$ cat src/rtl/i2c_addr_tx_if.sv
// Bus between the master FSM / SCL generator and the I2C address-phase transmitter.
// The master modport is the driving side; the slave modport is the transmitter.
interface i2c_addr_tx_if #(parameter int ADDR_W = 7);
  logic              go;
  logic              abort;
  logic [ADDR_W-1:0] addr;
  logic              rw;
  logic              mode10;
  logic              scl_fall;
  logic              scl_rise;
  logic              sda_in;
  logic              rs_done;
  logic              sda_low;
  logic              busy;
  logic              rs_req;
  logic              done;
  logic              nack;

  modport master (
    output go, abort, addr, rw, mode10, scl_fall, scl_rise, sda_in, rs_done,
    input  sda_low, busy, rs_req, done, nack
  );

  modport slave (
    input  go, abort, addr, rw, mode10, scl_fall, scl_rise, sda_in, rs_done,
    output sda_low, busy, rs_req, done, nack
  );
endinterface

$ cat src/rtl/i2c_addr_tx.sv
// I2C address-phase transmitter: shifts 7-bit or 10-bit address bytes onto SDA, samples
// each ACK, and for 10-bit reads requests a repeated START before the R/W=1 header.
module i2c_addr_tx #(
  parameter int ADDR_W = 7
) (
  input logic         clk,
  input logic         reset_n,
  i2c_addr_tx_if.slave bus
);
  // state   | meaning
  // IDLE    | waiting for go
  // SHIFT   | driving bit_idx of cur byte, advancing on scl_fall
  // ACK     | SDA released, ack sampled on scl_rise, decided on scl_fall
  // RS_WAIT | repeated START requested, waiting for rs_done
  // FIN     | one-cycle done pulse
  typedef enum logic [2:0] {IDLE, SHIFT, ACK, RS_WAIT, FIN} state_t;

  state_t     state;
  logic [7:0] b1, b2, cur;
  logic [2:0] bit_idx;
  logic [1:0] byte_sel, last_sel;
  logic       ack_bit;
  logic       sda_low_q, busy_q, rs_req_q, done_q, nack_q;

  logic [9:0] addr_ext;
  logic       mode10_eff;
  logic [7:0] go_b0, go_b1, go_b2;

  assign addr_ext   = 10'(bus.addr);
  assign mode10_eff = (ADDR_W >= 10) ? bus.mode10 : 1'b0;
  assign go_b0      = mode10_eff ? {5'b11110, addr_ext[9:8], 1'b0} : {addr_ext[6:0], bus.rw};
  assign go_b1      = addr_ext[7:0];
  assign go_b2      = {5'b11110, addr_ext[9:8], 1'b1};

  assign bus.sda_low = sda_low_q;
  assign bus.busy    = busy_q;
  assign bus.rs_req  = rs_req_q;
  assign bus.done    = done_q;
  assign bus.nack    = nack_q;

  always_ff @(posedge clk or negedge reset_n) begin
    if (!reset_n) begin
      state     <= IDLE;
      b1        <= '0;
      b2        <= '0;
      cur       <= '0;
      bit_idx   <= '0;
      byte_sel  <= '0;
      last_sel  <= '0;
      ack_bit   <= 1'b0;
      sda_low_q <= 1'b0;
      busy_q    <= 1'b0;
      rs_req_q  <= 1'b0;
      done_q    <= 1'b0;
      nack_q    <= 1'b0;
    end else if (bus.abort) begin
      state     <= IDLE;
      sda_low_q <= 1'b0;
      rs_req_q  <= 1'b0;
      busy_q    <= 1'b0;
      done_q    <= 1'b0;
    end else begin
      done_q <= 1'b0;
      case (state)
        IDLE: begin
          if (bus.go) begin
            cur       <= go_b0;
            b1        <= go_b1;
            b2        <= go_b2;
            last_sel  <= mode10_eff ? (bus.rw ? 2'd2 : 2'd1) : 2'd0;
            byte_sel  <= 2'd0;
            bit_idx   <= 3'd7;
            sda_low_q <= ~go_b0[7];
            busy_q    <= 1'b1;
            nack_q    <= 1'b0;
            state     <= SHIFT;
          end
        end
        SHIFT: begin
          if (bus.scl_fall) begin
            if (bit_idx != 3'd0) begin
              bit_idx   <= bit_idx - 3'd1;
              sda_low_q <= ~cur[bit_idx - 3'd1];
            end else begin
              sda_low_q <= 1'b0;
              ack_bit   <= 1'b1;  // a missing scl_rise reads as NACK
              state     <= ACK;
            end
          end
        end
        ACK: begin
          if (bus.scl_fall) begin
            if (ack_bit) begin
              nack_q <= 1'b1;
              done_q <= 1'b1;
              busy_q <= 1'b0;
              state  <= FIN;
            end else if (byte_sel == last_sel) begin
              nack_q <= 1'b0;
              done_q <= 1'b1;
              busy_q <= 1'b0;
              state  <= FIN;
            end else if (byte_sel == 2'd0) begin
              byte_sel  <= 2'd1;
              cur       <= b1;
              bit_idx   <= 3'd7;
              sda_low_q <= ~b1[7];
              state     <= SHIFT;
            end else begin
              byte_sel <= 2'd2;
              rs_req_q <= 1'b1;
              state    <= RS_WAIT;
            end
          end else if (bus.scl_rise) begin
            ack_bit <= bus.sda_in;
          end
        end
        RS_WAIT: begin
          if (bus.rs_done) begin
            rs_req_q  <= 1'b0;
            cur       <= b2;
            bit_idx   <= 3'd7;
            sda_low_q <= ~b2[7];
            state     <= SHIFT;
          end
        end
        FIN: begin
          state <= IDLE;
        end
        default: begin
          state <= IDLE;
        end
      endcase
    end
  end
endmodule

$ cat src/flat_wrapper.sv
// flat-port wrapper written by rule: the top's interface ports become plain ports
module i2c_addr_tx_flat 
#(
  parameter int ADDR_W = 7
)
  (clk, reset_n, bus_go, bus_abort, bus_addr, bus_rw, bus_mode10, bus_scl_fall, bus_scl_rise, bus_sda_in, bus_rs_done, bus_sda_low, bus_busy, bus_rs_req, bus_done, bus_nack);
  i2c_addr_tx_if #(.ADDR_W(ADDR_W)) bus_i ();
  input logic clk;
  input logic reset_n;
  input wire logic [$bits(bus_i.go)-1:0] bus_go;
  input wire logic [$bits(bus_i.abort)-1:0] bus_abort;
  input wire logic [$bits(bus_i.addr)-1:0] bus_addr;
  input wire logic [$bits(bus_i.rw)-1:0] bus_rw;
  input wire logic [$bits(bus_i.mode10)-1:0] bus_mode10;
  input wire logic [$bits(bus_i.scl_fall)-1:0] bus_scl_fall;
  input wire logic [$bits(bus_i.scl_rise)-1:0] bus_scl_rise;
  input wire logic [$bits(bus_i.sda_in)-1:0] bus_sda_in;
  input wire logic [$bits(bus_i.rs_done)-1:0] bus_rs_done;
  output wire logic [$bits(bus_i.sda_low)-1:0] bus_sda_low;
  output wire logic [$bits(bus_i.busy)-1:0] bus_busy;
  output wire logic [$bits(bus_i.rs_req)-1:0] bus_rs_req;
  output wire logic [$bits(bus_i.done)-1:0] bus_done;
  output wire logic [$bits(bus_i.nack)-1:0] bus_nack;
  assign bus_i.go = bus_go;
  assign bus_i.abort = bus_abort;
  assign bus_i.addr = bus_addr;
  assign bus_i.rw = bus_rw;
  assign bus_i.mode10 = bus_mode10;
  assign bus_i.scl_fall = bus_scl_fall;
  assign bus_i.scl_rise = bus_scl_rise;
  assign bus_i.sda_in = bus_sda_in;
  assign bus_i.rs_done = bus_rs_done;
  assign bus_sda_low = bus_i.sda_low;
  assign bus_busy = bus_i.busy;
  assign bus_rs_req = bus_i.rs_req;
  assign bus_done = bus_i.done;
  assign bus_nack = bus_i.nack;
  i2c_addr_tx #(.ADDR_W(ADDR_W)) u_core (.clk(clk), .reset_n(reset_n), .bus(bus_i));
endmodule
$ cat config.mk
export PLATFORM = sky130hd
export DESIGN_NAME = i2c_addr_tx_flat
export DESIGN_NICKNAME = d
export VERILOG_FILES = /design/src/rtl/i2c_addr_tx_if.sv /design/src/rtl/i2c_addr_tx.sv /design/src/flat_wrapper.sv
export SDC_FILE = /design/constraint.sdc
export NUM_CORES = 1
export LEC_CHECK = 0
export ABC_AREA = 1
export BUFFER_PORTS_ARGS = -buffer_cell sky130_fd_sc_hd__buf_2
export CORE_MARGIN = 2
export CORE_UTILIZATION = 59
export DETAILED_ROUTE_END_ITERATION = 10
export GPL_TIMING_DRIVEN = 0
export PLACE_DENSITY = 0.89
export SYNTH_ARGS = -nofsm -noshare
export SYNTH_HDL_FRONTEND = slang
export SYNTH_SLANG_ARGS = --single-unit
$ cat constraint.sdc
create_clock -name clk -period 2.4 [get_ports clk]
set_input_delay 0.72 -clock clk [delete_from_list [all_inputs] [get_ports clk]]
set_output_delay 0.72 -clock clk [all_outputs]
set_load 0.02 [all_outputs]
# Word-level counts from Yosys, hierarchy flattened
# Index checks and enable logic that the tools add are counted.
[totals]
ff_bits = 23
in_bits = 17
word_cells = 117
[classes]
addsub = 1
order_cmp = 1
n_eq_ne = 24
muxes = 56
n_bitwise = 4
reduce_logical = 20
[op_table]
columns = ["cell", "n"]
rows = [
  ["3-bit two-way mux", 12],
  ["1-bit two-way mux", 28],
  ["3-bit inequality test (second input constant)", 7],
  ["2-bit inequality test (second input constant)", 9],
  ["8-bit two-way mux", 2],
  ["8-bit case mux with 2 select lines", 1],
  ["8-bit AND reduction", 2],
  ["5-bit AND reduction", 3],
  ["3-bit case mux with 4 select lines", 1],
  ["6-bit AND reduction", 2],
  ["3-bit nonzero test", 4],
  ["10-bit AND reduction", 1],
  ["3-bit case mux with 3 select lines", 1],
  ["2-bit two-way mux", 4],
  ["1-bit case mux with 2 select lines", 4],
  ["3-bit by 2-bit == test with 1-bit output (second input constant)", 2],
  ["5-bit nonzero test", 1],
  ["3-bit by 4-bit less-than comparator with 1-bit output (second input constant)", 1],
  ["2-bit by 1-bit inequality test with 1-bit output (second input constant)", 2],
  ["4-bit by 2-bit inequality test with 1-bit output (second input constant)", 1],
  ["1-bit inverter", 4],
  ["2-bit case mux with 2 select lines", 1],
  ["4-bit AND reduction", 1],
  ["2-bit nonzero test", 2],
  ["other kinds (10)", 10],
]

# Logic depth before layout (Yosys ltp)
# Gate-level depths: netlist of run 1.
[depth]
word_depth = 8
depth_mapped = 11

# Worst setup path before layout of run 1
# Ideal clock, no wire load.
[synth_path]
path_type = "input to register"
start = "input bus_scl_fall"
end = "register u_core.sda_low_q, in the netlist u_core.bus.sda_low"
arrival_ns = 1.334
required_time_ns = 2.280
setup_slack_ns = 0.945
stages = 8
path_buffers = 0
path_cell_list = "inv_1 nand2_1 nor2_1 nor2_2 nand2_1 nor2_1 nand3_1 nand2_1"
[synth_via]
elab_chain_len = 2
elab_cells_between_ends = 3
[synth_lines]
columns = ["item", "line", "rtl"]
rows = [
  ["start, declared", "flat_wrapper.sv:15", "input wire logic [$bits(bus_i.scl_fall)-1:0] bus_scl_fall;"],
  ["3-bit inequality test (no line)", "n/a", ""],
  ["8-bit AND reduction (no line) *", "n/a", ""],
  ["end signal, assigned", "i2c_addr_tx.sv:73", "sda_low_q <= ~go_b0[7];"],
  ["end signal, assigned", "i2c_addr_tx.sv:83", "sda_low_q <= ~cur[bit_idx - 3'd1];"],
  ["end signal, assigned", "i2c_addr_tx.sv:107", "sda_low_q <= ~b1[7];"],
  ["end, declared", "i2c_addr_tx.sv:23", "logic sda_low_q, busy_q, rs_req_q, done_q, nack_q;"],
]
# Every way passes the cells marked *; elsewhere a longest branch is shown, timed or not.
# A chain may end at the register's enable or synchronous reset.

# Worst setup path in the final report of run 1
[layout_path]
start = "register u_core.bit_idx[0]"
end = "register u_core.bit_idx[2]"
[layout_via]
elab_chain_len = 4
elab_cells_between_ends = 7
[layout_lines]
columns = ["item", "line", "rtl"]
rows = [
  ["start, declared", "i2c_addr_tx.sv:20", "logic [2:0] bit_idx;"],
  ["start signal, assigned", "i2c_addr_tx.sv:82", "bit_idx <= bit_idx - 3'd1;"],
  ["3-bit by 1-bit subtractor with 3-bit output", "i2c_addr_tx.sv:82", ""],
  ["3-bit two-way mux", "i2c_addr_tx.sv:81", "if (bit_idx != 3'd0) begin"],
  ["3-bit two-way mux", "i2c_addr_tx.sv:80", "if (bus.scl_fall) begin"],
  ["3-bit case mux with 3 select lines", "i2c_addr_tx.sv:64", "case (state)"],
]
# Parallel ways exist; a longest one is shown, timed or not. The select of a mux whose other input is x is not followed.

==> metrics.md, run 1 <==
| Metric | Value |
|---|---|
| Post-DR wirelength/cell | `10.8 um` |
| CORE AREA | `2190 um^2` |
| Largest family of logic cells by synthesized area | `simple AND/OR/NAND/NOR gates` |
| Post-synthesis mux area share | `0%` |
| Syn Nets | `215` |
| Largest net degree at the start of global routing | `23` |
| DRT iter0 DRCs | `46` |
| Clock skew | `0.00206 ns` |
| Post-Route M1 WL | `1270 um` |
| DR pass1 iterations | `4` |
| Hold Vio Cnt, Final | `0` |
| Gate Count Post-Synth | `196` |
| H-tree Lvls | `1` |
| N_diodes | `0` |
| Number of global-route vias before repair | `1090` |
| Die width | `51.9 um` |
| Die area | `2690 um^2` |
| Outcome | `finished, final reports clean` |
| Synth area leaders | `dfrtp_1, nand2_1, nand3_1` |
| Initial core utilization | `61.7%` |
| Synthesis Warnings | `0` |
| R2R Setup Slk | `0.71 ns` |
| FF-to-FF path depth | `10` |
| Setup Total Neg Slack | `0 ns` |
| I/O pins | `22` |
| CTS Sinks | `22` |
| Path type of the worst setup path | `flip-flop to flip-flop` |
| Final Cycle Share | `70.3%` |
| Worst-Margin Slew | `0.479 ns` |
| Fill count | `195` |
| Clock buffer depth | `2` |
| Worst-Skew Late Latency | `0.31 ns` |
| Compound-Gate Fraction of Synth Area | `5.00%` |
| Max-Cap Viols | `0` |
| Crit path required time | `2.62 ns` |
| Final wirelength | `2680 um` |
| Worst R2R Start | `u_core.bit_idx[0]$_DFFE_PN0P_` |
| Simple-gate share of the synthesized area | `43.9%` |
| Initial antenna violation count | `0` |
| Vias per cell | `5.02` |
| GR Overflow Total | `0` |
| Critical Path Source Type | `flip-flop` |
| P_leak | `0.887 nW` |
| P per Cell Area | `1070 nW/um^2` |
| Root buffer cell | `clkbuf_4` |
| Library cells used by synthesis | `21` |
| Xor-xnor portion of the synthesized cell area | `1.30%` |
| Residual DRC count | `0` |
| Die height | `51.9 um` |
| Area leader, netlist | `dfrtp_1` |
| Clock transition at path regs | `0.12 ns` |
| Clock buffer count from CTS | `3` |
| Routed wl met2 | `1200 um` |
| Unrepaired setup endpoints after global routing | `false` |
| Critical Path End Type | `flip-flop` |
| Vias | `1245` |
| Share of cells above drive strength 1 | `22.3%` |
| Setup bufs post-CTS | `0` |
| Yosys reg bits | `22` |
| DP Wirelength | `2080 um` |
| Rows | `17` |
| Final setup viols | `0` |
| GPL Wtd Cong | `0.944` |
| Sequential area share after synthesis | `40.7%` |
| Critical Path End | `u_core.bit_idx[2]$_DFFE_PN0P_` |
| Worst r2r dst | `u_core.bit_idx[2]$_DFFE_PN0P_` |
| Finished Cell Area | `1520 um^2` |
| Post-layout util | `69.5%` |
| Port bufs | `20` |
| CTS tree | `yes` |
| Hold WC Path Type | `input pin to asynchronous set/reset pin` |
| Max Clk Rate | `592 MHz` |
| Area growth syn-to-layout | `12.7%` |
| Crit path time final | `1.69 ns` |
| Slew HR | `68.1%` |
| Synth top area share | `40.7%` |
| Post-CTS resize count | `0` |
| WP data arrival | `1.90 ns` |
| Final max-slew violation count | `0` |
| Uppermost layer routed | `met4` |
| GR Util All Layers | `22.8%` |
| Synth Cell Area | `1350 um^2` |
| Max VDD drop | `684 uV` |
| Fin nets | `240` |
| Critical Path Fanout Max | `7` |
| Syn_area_per_cell | `6.89 um^2` |
| Routed wl met3 | `176 um` |
| Crit. Startpoint | `u_core.bit_idx[0]$_DFFE_PN0P_` |
| First-pass GRT wire length | `4570 um` |
| Post-synthesis adder-cell area fraction | `1.85%` |
| Final ANT Viol Nets | `0` |
| Hold Buf Count CTS | `0` |
| Placed instance area | `1490 um^2` |
[power breakdown]
group	total (mW)	internal (mW)	switching (mW)
logic	0.809	0.308	0.501
registers	0.615	0.503	0.112
clock network	0.206	0.0927	0.113
[per-stage QoR]
stage	hold WS (ns)	instances	total power, mW	worst slack, ns
CTS	0.363	248	1.63	0.720
detailed placement	0.455	244	1.43	0.698
floorplan	0.424	196	1.25	0.945
finish	0.347	248	1.63	0.712
global route	0.368	248	1.80	0.486
global placement	0.448	244	1.41	0.699
[logic make-up (layout without fill, tap and decap cells)]
| kind of cell | after synthesis | count (layout) |
|---|---|---|
| AOI/OAI and AO/OA | 10 | 10 |
| and+or+nand+nor | 137 | 137 |
| buffers and inverters | 23 | 47 |
| DFF | 22 | 22 |
| xor gates and xnor gates | 2 | 2 |
| adders and majority gates | 2 | 2 |
[worst min path at each step]
stage | startpoint | endpoint | slack [ns] | depth (start not counted)
floorplan | reset_n | u_core.ack_bit$_DFFE_PN0P_ | 0.42 | 0
global placement | u_core.b2[0]$_DFFE_PN0P_ | u_core.b2[0]$_DFFE_PN0P_ | 0.45 | 2
detailed placement | u_core.b2[0]$_DFFE_PN0P_ | u_core.b2[0]$_DFFE_PN0P_ | 0.46 | 2
CTS | reset_n | u_core.bit_idx[1]$_DFFE_PN0P_ | 0.36 | 1
global route | reset_n | u_core.bit_idx[1]$_DFFE_PN0P_ | 0.37 | 1
finish | reset_n | u_core.bit_idx[0]$_DFFE_PN0P_ | 0.35 | 1
[state kept, by name, summed over array words and instances, names as in the netlist]
register and cells:
u_core.cur 8, u_core.bus.rs_req 1, u_core.state 3, u_core.byte_sel 1, u_core.bit_idx 3, u_core.ack_bit 1
u_core.b2 1, u_core.bus.nack 1, u_core.bus.sda_low 1, u_core.bus.done 1, u_core.bus.busy 1
[area by class of cell]
type                    instances  area [um^2]  share of cell area, %
plain buffers                   2         18.8                   1.23
clock buffers                   4         36.3                   2.38
inverters                      21         78.8                   5.18
multi-input cells             151          703                   46.2
flip-flops and latches         22          551                   36.2
well taps                      28         35.0                   2.30
repair buffers                 20          100                   6.57
[Yosys cell counts]
cell	count
dfrtp_1	22
nor2_1	20
buf_4	1
nand3_1	19
nand2_1	81
nor2_2	4
nand2_2	8
xnor2_1	1
nand4_1	2
ha_1	2
o21ai_2	4
buf_6	1
nor3_2	1
inv_1	17
inv_2	4
a21oi_1	2
nand3_2	1
a211oi_1	1
xor2_1	1
o21ai_0	3
nor2_4	1
[cells in the final DEF, fill, tap and decap left out, types with 2 or more instances in the layout]
master    instances
ha_1              2
nand4_1           2
o21ai_0           3
clkbuf_4          3
nand3_1          19
buf_2            20
nor2_1           20
inv_1            17
nand2_2           8
a21oi_1           2
inv_2             4
nand2_1          81
o21ai_2           4
dfrtp_1          22
nor2_2            4
[routing by layer]
metal  global-route usage, %  vias to the layer above
li1                        -                      666
met1                    31.8                      540
met2                    35.9                       34
met3                    3.45                        5
met4                    7.89                        0
met5                       0                        -
[worst max-delay path: stages, from the launching register on]
cell	delay, ns
dfrtp_1	0.48
inv_1	0.15
ha_1	0.23
inv_1	0.05
nor2_1	0.04
inv_1	0.10
nor2_1	0.05
nor2_1	0.16
nand4_1	0.17
nand2_1	0.10
nand2_1	0.05
Power figures use the tool's default switching activity.
==> run 2, diff against run 1 <==
--- a/config.mk
+++ b/config.mk
@@ -5,13 +5,13 @@
 export SDC_FILE = /design/constraint.sdc
 export NUM_CORES = 1
 export LEC_CHECK = 0
-export ABC_AREA = 1
+export ABC_AREA = 0
 export BUFFER_PORTS_ARGS = -buffer_cell sky130_fd_sc_hd__buf_2
 export CORE_MARGIN = 2
-export CORE_UTILIZATION = 59
+export CORE_UTILIZATION = 55
 export DETAILED_ROUTE_END_ITERATION = 10
 export GPL_TIMING_DRIVEN = 0
-export PLACE_DENSITY = 0.89
+export PLACE_DENSITY = 0.84
 export SYNTH_ARGS = -nofsm -noshare
 export SYNTH_HDL_FRONTEND = slang
 export SYNTH_SLANG_ARGS = --single-unit
==> constraint.sdc (replaced) <==
create_clock -name clk -period 1.8 [get_ports clk]
set_input_delay 0.54 -clock clk [delete_from_list [all_inputs] [get_ports clk]]
set_output_delay 0.54 -clock clk [all_outputs]
set_load 0.02 [all_outputs]
==> metrics.md, run 2 <==
| Metric | Value |
|---|---|
| Flip-flop count of the largest register after layout | `8` |
| N_diodes | `0` |
| I/O pins | `22` |
| Critical Path Fanout Max | `10` |
| Area leader, netlist | `dfrtp_1` |
| First-pass GRT wire length | `4670 um` |
| R2R Setup Slk | `0.04 ns` |
| Die width | `54.0 um` |
| WP data arrival | `1.96 ns` |
| Critical Path Source Type | `flip-flop` |
| Commonest cells after routing, fill and taps aside | `buf_2, dfrtp_1, a21oi_1` |
| Die area | `2920 um^2` |
| P_leak | `0.740 nW` |
| Synthesis Warnings | `0` |
| Synth top area share | `40.0%` |
| Clock buffer depth | `2` |
| Worst r2r dst | `u_core.ack_bit$_DFFE_PN0P_` |
| Hold WC Path Type | `input pin to asynchronous set/reset pin` |
| Crit path required time | `2.00 ns` |
| Final Cycle Share | `97.6%` |
| Worst R2R Start | `u_core.state[1]$_DFFE_PN0P_` |
| Clock skew | `0.00674 ns` |
| Slowest cell on crit path | `nor3b_1` |
| Initial antenna violation count | `0` |
| Final setup viols | `0` |
| Largest net degree at the start of global routing | `23` |
| Critical Path End Type | `flip-flop` |
| CTS Sinks | `22` |
| Asr flop ratio synth | `100%` |
| Initial core utilization | `56.6%` |
| P per Cell Area | `848 nW/um^2` |
| FF-to-FF path depth | `6` |
| Area growth syn-to-layout | `19.3%` |
| Root buffer cell | `clkbuf_4` |
| Crit path time final | `1.76 ns` |
| Final Power | `1.39 mW` |
| CORE AREA | `2430 um^2` |
| GR Overflow Total | `0` |
| DR pass1 iterations | `4` |
| Syn_area_per_cell | `9.84 um^2` |
| Unrepaired setup endpoints after global routing | `true` |
| Gate Count Post-Synth | `140` |
| Path type of the worst setup path | `flip-flop to flip-flop` |
| Vias per cell | `5.99` |
| Post-DR wirelength/cell | `15.4 um` |
| DP Wirelength | `2110 um` |
| Max Clk Rate | `569 MHz` |
| Worst-Margin Slew | `0.504 ns` |
| Most common cell in the synthesized netlist | `dfrtp_1` |
| Setup Total Neg Slack | `0 ns` |
| Port bufs | `19` |
| Largest Register | `u_core.cur` |
| Clock buffer count from CTS | `3` |
| Top Family by Delay on Critical Path | `compound AO/OA/AOI/OAI gates` |
| Yosys reg bits | `22` |
| Sequential area share after synthesis | `40.0%` |
| Number of global-route vias before repair | `1043` |
| Synth area leaders | `dfrtp_1, mux2i_1, a21oi_1` |
| Max-Cap Viols | `0` |
| Max stage delay on crit path | `0.45 ns` |
| Final max-slew violation count | `0` |
| CP cell instances | `buf_4 > buf_4 > nor3b_1 > a32oi_1 > o21ai_0 > o31ai_1` |
| Syn Nets | `159` |
| WP buf/inv | `2` |
| Die height | `54.0 um` |
| Rows | `18` |
| Final wirelength | `3090 um` |
| Post-synth top cells | `dfrtp_1, a21oi_1, nor2_1, inv_1, mux2i_1` |
| Hold Buf Count CTS | `0` |
| Slew HR | `66.4%` |
| H-tree Lvls | `1` |
| CTS tree | `yes` |
| Post-synth EDFFs | `0` |
| Vias | `1203` |
| Outcome | `finished, final reports clean` |
| DRT iter0 DRCs | `47` |
| Library cells used by synthesis | `44` |
| Clock transition at path regs | `0.13 ns` |
| Share of cells above drive strength 1 | `32.2%` |
| Synth Cell Area | `1380 um^2` |
| GR Util All Layers | `22.5%` |
| Final ANT Viol Nets | `0` |
| Hold Vio Cnt, Final | `0` |
| Fin nets | `191` |
| Largest registers | `u_core.cur (8), u_core.bit_idx (3), u_core.state (3)` |
| Residual DRC count | `0` |
| Main flop type after synthesis | `dfrtp_1` |
| Cell mode on critical path | `buf_4` |
| Worst-Skew Late Latency | `0.32 ns` |
| Max VDD drop | `792 uV` |
| GPL Wtd Cong | `0.905` |
## run 2: cells by family (layout without fill, tap and decap cells)
logic type      Yosys count  in the layout  synth area share [%]
compound gates           40             40                  20.0
xor+xnor                  1              1                 0.636
fa+ha+maj                 2              2                  1.82
buf+inv                  19             50                  7.90
flops                    22             22                  40.0
mux                      12             12                  11.0
simple gates             44             44                  18.7
## run 2: timing repair
| action | 4_1_cts | 5_1_grt |
|---|---|---|
| pin swaps | 0 | 5 |
| setup buffers | 0 | 8 |
| resized for setup | 2 | 1 |
| setup endpoints to repair | 1 | 12 |
## run 2: how the worst max path moves through the flow
stage,slack [ns],to,from,cells past startpoint
global placement,-0.14,u_core.cur[5]$_DFFE_PN0P_,bus_abort,7
detailed placement,-0.16,u_core.cur[6]$_DFFE_PN0P_,bus_abort,7
global route,-0.05,u_core.ack_bit$_DFFE_PN0P_,u_core.state[1]$_DFFE_PN0P_,6
finish,0.04,u_core.ack_bit$_DFFE_PN0P_,u_core.state[1]$_DFFE_PN0P_,6
CTS,0.002,u_core.bus.sda_low$_DFFE_PN0P_,u_core.bit_idx[0]$_DFFE_PN0P_,7
floorplan,0.02,u_core.bit_idx[0]$_DFFE_PN0P_,bus_abort,6
## run 2: through the flow
step / hold WS (ns) / std cells / utilization [%] / instance area (um^2) / setup slack [ns]
floorplan: 0.244 / 140 / - / 1390 / 0.0150
global placement: 0.448 / 189 / 62.6 / 1520 / -0.136
detailed placement: 0.449 / 189 / 62.6 / 1520 / -0.159
CTS: 0.191 / 193 / 64.9 / 1580 / 0.00159
global route: 0.211 / 201 / 67.5 / 1640 / -0.0474
finish: 0.167 / 201 / 67.5 / 1640 / 0.0427
## run 2: report_power, final
group | total, mW | switching (mW) | leakage, nW | internal [mW]
sequential | 0.609 | 0.0517 | 0.264 | 0.557
clock | 0.386 | 0.161 | 0.0279 | 0.225
combinational | 0.398 | 0.189 | 0.448 | 0.209
## run 2: layout make-up
type	count	area, um^2
sequential	22	552
clock inverter	1	30.0
tap	30	37.5
inverter	10	37.5
timing repair buffer	27	155
multi-input combinational	99	734
fill	189	790
buffer	9	73.8
clock buffer	3	22.5
## run 2: layer usage
layer  up-vias  GRT usage, %  routed length, um
li1        564             -                  -
met1       589          31.7               1420
met2        46          34.3               1450
met3         4          5.83                179
met4         0          5.83                 44
met5         -             0                  0
==> run 3, diff against run 2 <==
--- a/config.mk
+++ b/config.mk
@@ -11,7 +11,7 @@
 export CORE_UTILIZATION = 55
 export DETAILED_ROUTE_END_ITERATION = 10
 export GPL_TIMING_DRIVEN = 0
-export PLACE_DENSITY = 0.84
+export PLACE_DENSITY = 0.78
 export SYNTH_ARGS = -nofsm -noshare
 export SYNTH_HDL_FRONTEND = slang
 export SYNTH_SLANG_ARGS = --single-unit
==> metrics.md, run 3 (synthesized netlist as in run 2, its figures left out) <==
| Metric | Value |
|---|---|
| Outcome | `finished, final reports clean` |
| Comb pwr share | `29.7%` |
| Slew HR | `65.7%` |
| Critical Path End | `u_core.bit_idx[0]$_DFFE_PN0P_` |
| Crit path time final | `1.72 ns` |
| Share of cells above drive strength 1 | `31.4%` |
| Number of global-route vias before repair | `1058` |
| Rows | `18` |
| Root buffer cell | `clkbuf_4` |
| I/O pins | `22` |
| Final Cycle Share | `95.3%` |
| Slack of the critical path | `0.0847 ns` |
| Max stage delay on crit path | `0.40 ns` |
| Slowest cell on crit path | `dfrtp_1` |
| Hold slack | `0.166 ns` |
| Hold WC Path Type | `input pin to asynchronous set/reset pin` |
| Clock buffer count from CTS | `3` |
| Worst-Margin Slew | `0.514 ns` |
| Vias per cell | `5.79` |
| Area growth syn-to-layout | `17.6%` |
| Clock power share | `22.9%` |
| CTS Sinks | `22` |
| Clock transition at path regs | `0.13 ns` |
| DP Worst Slack | `-0.186 ns` |
| DP Wirelength | `2200 um` |
| N_diodes | `0` |
| Largest net degree at the start of global routing | `23` |
| Max Clk Rate | `583 MHz` |
| Hold Buf Count CTS | `0` |
| H-tree Lvls | `1` |
| GR Overflow Total | `0` |
| Critical Path Source Type | `flip-flop` |
| Hold Vio Cnt, Final | `0` |
| Worst r2r dst | `u_core.bit_idx[0]$_DFFE_PN0P_` |
| GR Util All Layers | `22.9%` |
| Sw Pwr | `398 uW` |
| Post-layout util | `66.6%` |
| Path type of the worst setup path | `flip-flop to flip-flop` |
| Final max-slew violation count | `0` |
| Reg power frac | `47.5%` |
| Vias | `1152` |
| Net Sw Frac | `31.2%` |
| Unrepaired setup endpoints after global routing | `false` |
| First-pass GRT wire length | `4710 um` |
| Internal | `876 uW` |
| Initial core utilization | `56.6%` |
| Port bufs | `19` |
| R2R Setup Slk | `0.08 ns` |
| Cell mode on critical path | `buf_6` |
| Largest registers | `u_core.cur (8), u_core.bit_idx (3), u_core.state (3)` |
| Die area | `2920 um^2` |
| Placed Cells | `189` |
| Residual DRC count | `0` |
| P per Cell Area | `786 nW/um^2` |
| WP data arrival | `1.94 ns` |
| Worst-Skew Late Latency | `0.32 ns` |
| Layout Cells excl Fill | `199` |
| Clock skew | `0.00440 ns` |
| WP buf/inv | `2` |
| Commonest cells after routing, fill and taps aside | `buf_2, dfrtp_1, a21oi_1` |
| Final ANT Viol Nets | `0` |
| Final setup viols | `0` |
| Critical Path End Type | `flip-flop` |
| DRT iter0 DRCs | `22` |
| Die height | `54.0 um` |
| Final wirelength | `3050 um` |
| P_leak | `0.726 nW` |
| Worst R2R Start | `u_core.state[2]$_DFFE_PN0P_` |
| CP cell instances | `buf_6 > or2_0 > buf_6 > a211oi_4 > and2_4 > mux2_4` |
| Crit path required time | `2.02 ns` |
| Fin nets | `189` |
| Max-Cap Viols | `0` |
| WP depth | `6` |
| Max VDD drop | `612 uV` |
| Post-DR wirelength/cell | `15.3 um` |
| DR pass1 iterations | `4` |
| Critical Path Fanout Max | `9` |
| GPL Wtd Cong | `0.880` |
| CTS tree | `yes` |
| CORE AREA | `2430 um^2` |
| Crit. Startpoint | `u_core.state[2]$_DFFE_PN0P_` |
| Initial antenna violation count | `0` |
| Die width | `54.0 um` |
| Top Family by Delay on Critical Path | `simple AND/OR/NAND/NOR gates` |
| Clock buffer depth | `2` |
| Largest Register | `u_core.cur` |
| FF-to-FF path depth | `6` |
| Flip-flop count of the largest register after layout | `8` |
[run 3: worst min path at each step]
stage / startpoint / to / cells after the start
after floorplan: reset_n / u_core.ack_bit$_DFFE_PN0P_ / 0
after global placement: u_core.b2[0]$_DFFE_PN0P_ / u_core.b2[0]$_DFFE_PN0P_ / 1
after detailed placement: u_core.b2[0]$_DFFE_PN0P_ / u_core.b2[0]$_DFFE_PN0P_ / 1
after CTS: reset_n / u_core.bus.sda_low$_DFFE_PN0P_ / 1
after global routing: reset_n / u_core.state[1]$_DFFE_PN0P_ / 1
final: reset_n / u_core.state[1]$_DFFE_PN0P_ / 1
[run 3: metal layers]
layer / part of all wire (%) / vias to the layer above / GRT usage (%) / routed length (um)
met5: 0 / - / 0 / 0
met4: 1.3 / 0 / 7.50 / 40
met3: 3.7 / 5 / 3.33 / 114
met2: 46 / 25 / 36.6 / 1400
met1: 49 / 559 / 32.0 / 1490
li1: - / 563 / - / -
[run 3: power groups by stage]
stage          Clock, mW  Combinational [mW]  Sequential [mW]
6_report           0.291               0.378            0.605
5_1_grt            0.304               0.419            0.611
4_1_cts            0.289               0.351            0.614
3_5_place_dp           0               0.348            0.622
3_3_place_gp           0               0.336            0.618
2_1_floorplan          0               0.265            0.613
[run 3: layout make-up]
cell class	count	area (um^2)
fillers	211	812
inverters	10	37.5
well taps	30	37.5
plain buffers	9	81.3
multi-input cells	99	736
flip-flops and latches	22	552
clock buffers	4	36.3
repair buffers	25	140
[run 3: per-stage QoR]
step	total power [mW]	TNS [ns]	area [um^2]
2_1_floorplan	0.878	0	1390
3_3_place_gp	0.953	-1.15	1520
3_5_place_dp	0.970	-1.57	1520
4_1_cts	1.25	0	1560
5_1_grt	1.33	0	1620
6_report	1.27	0	1620
[run 3: timing repair]
| action | in CTS | in global routing |
|---|---|---|
| resized for setup | 2 | 3 |
| buffers inserted | 0 | 6 |
| pin swaps | 0 | 2 |
| endpoints found under the setup margin | 1 | 11 |
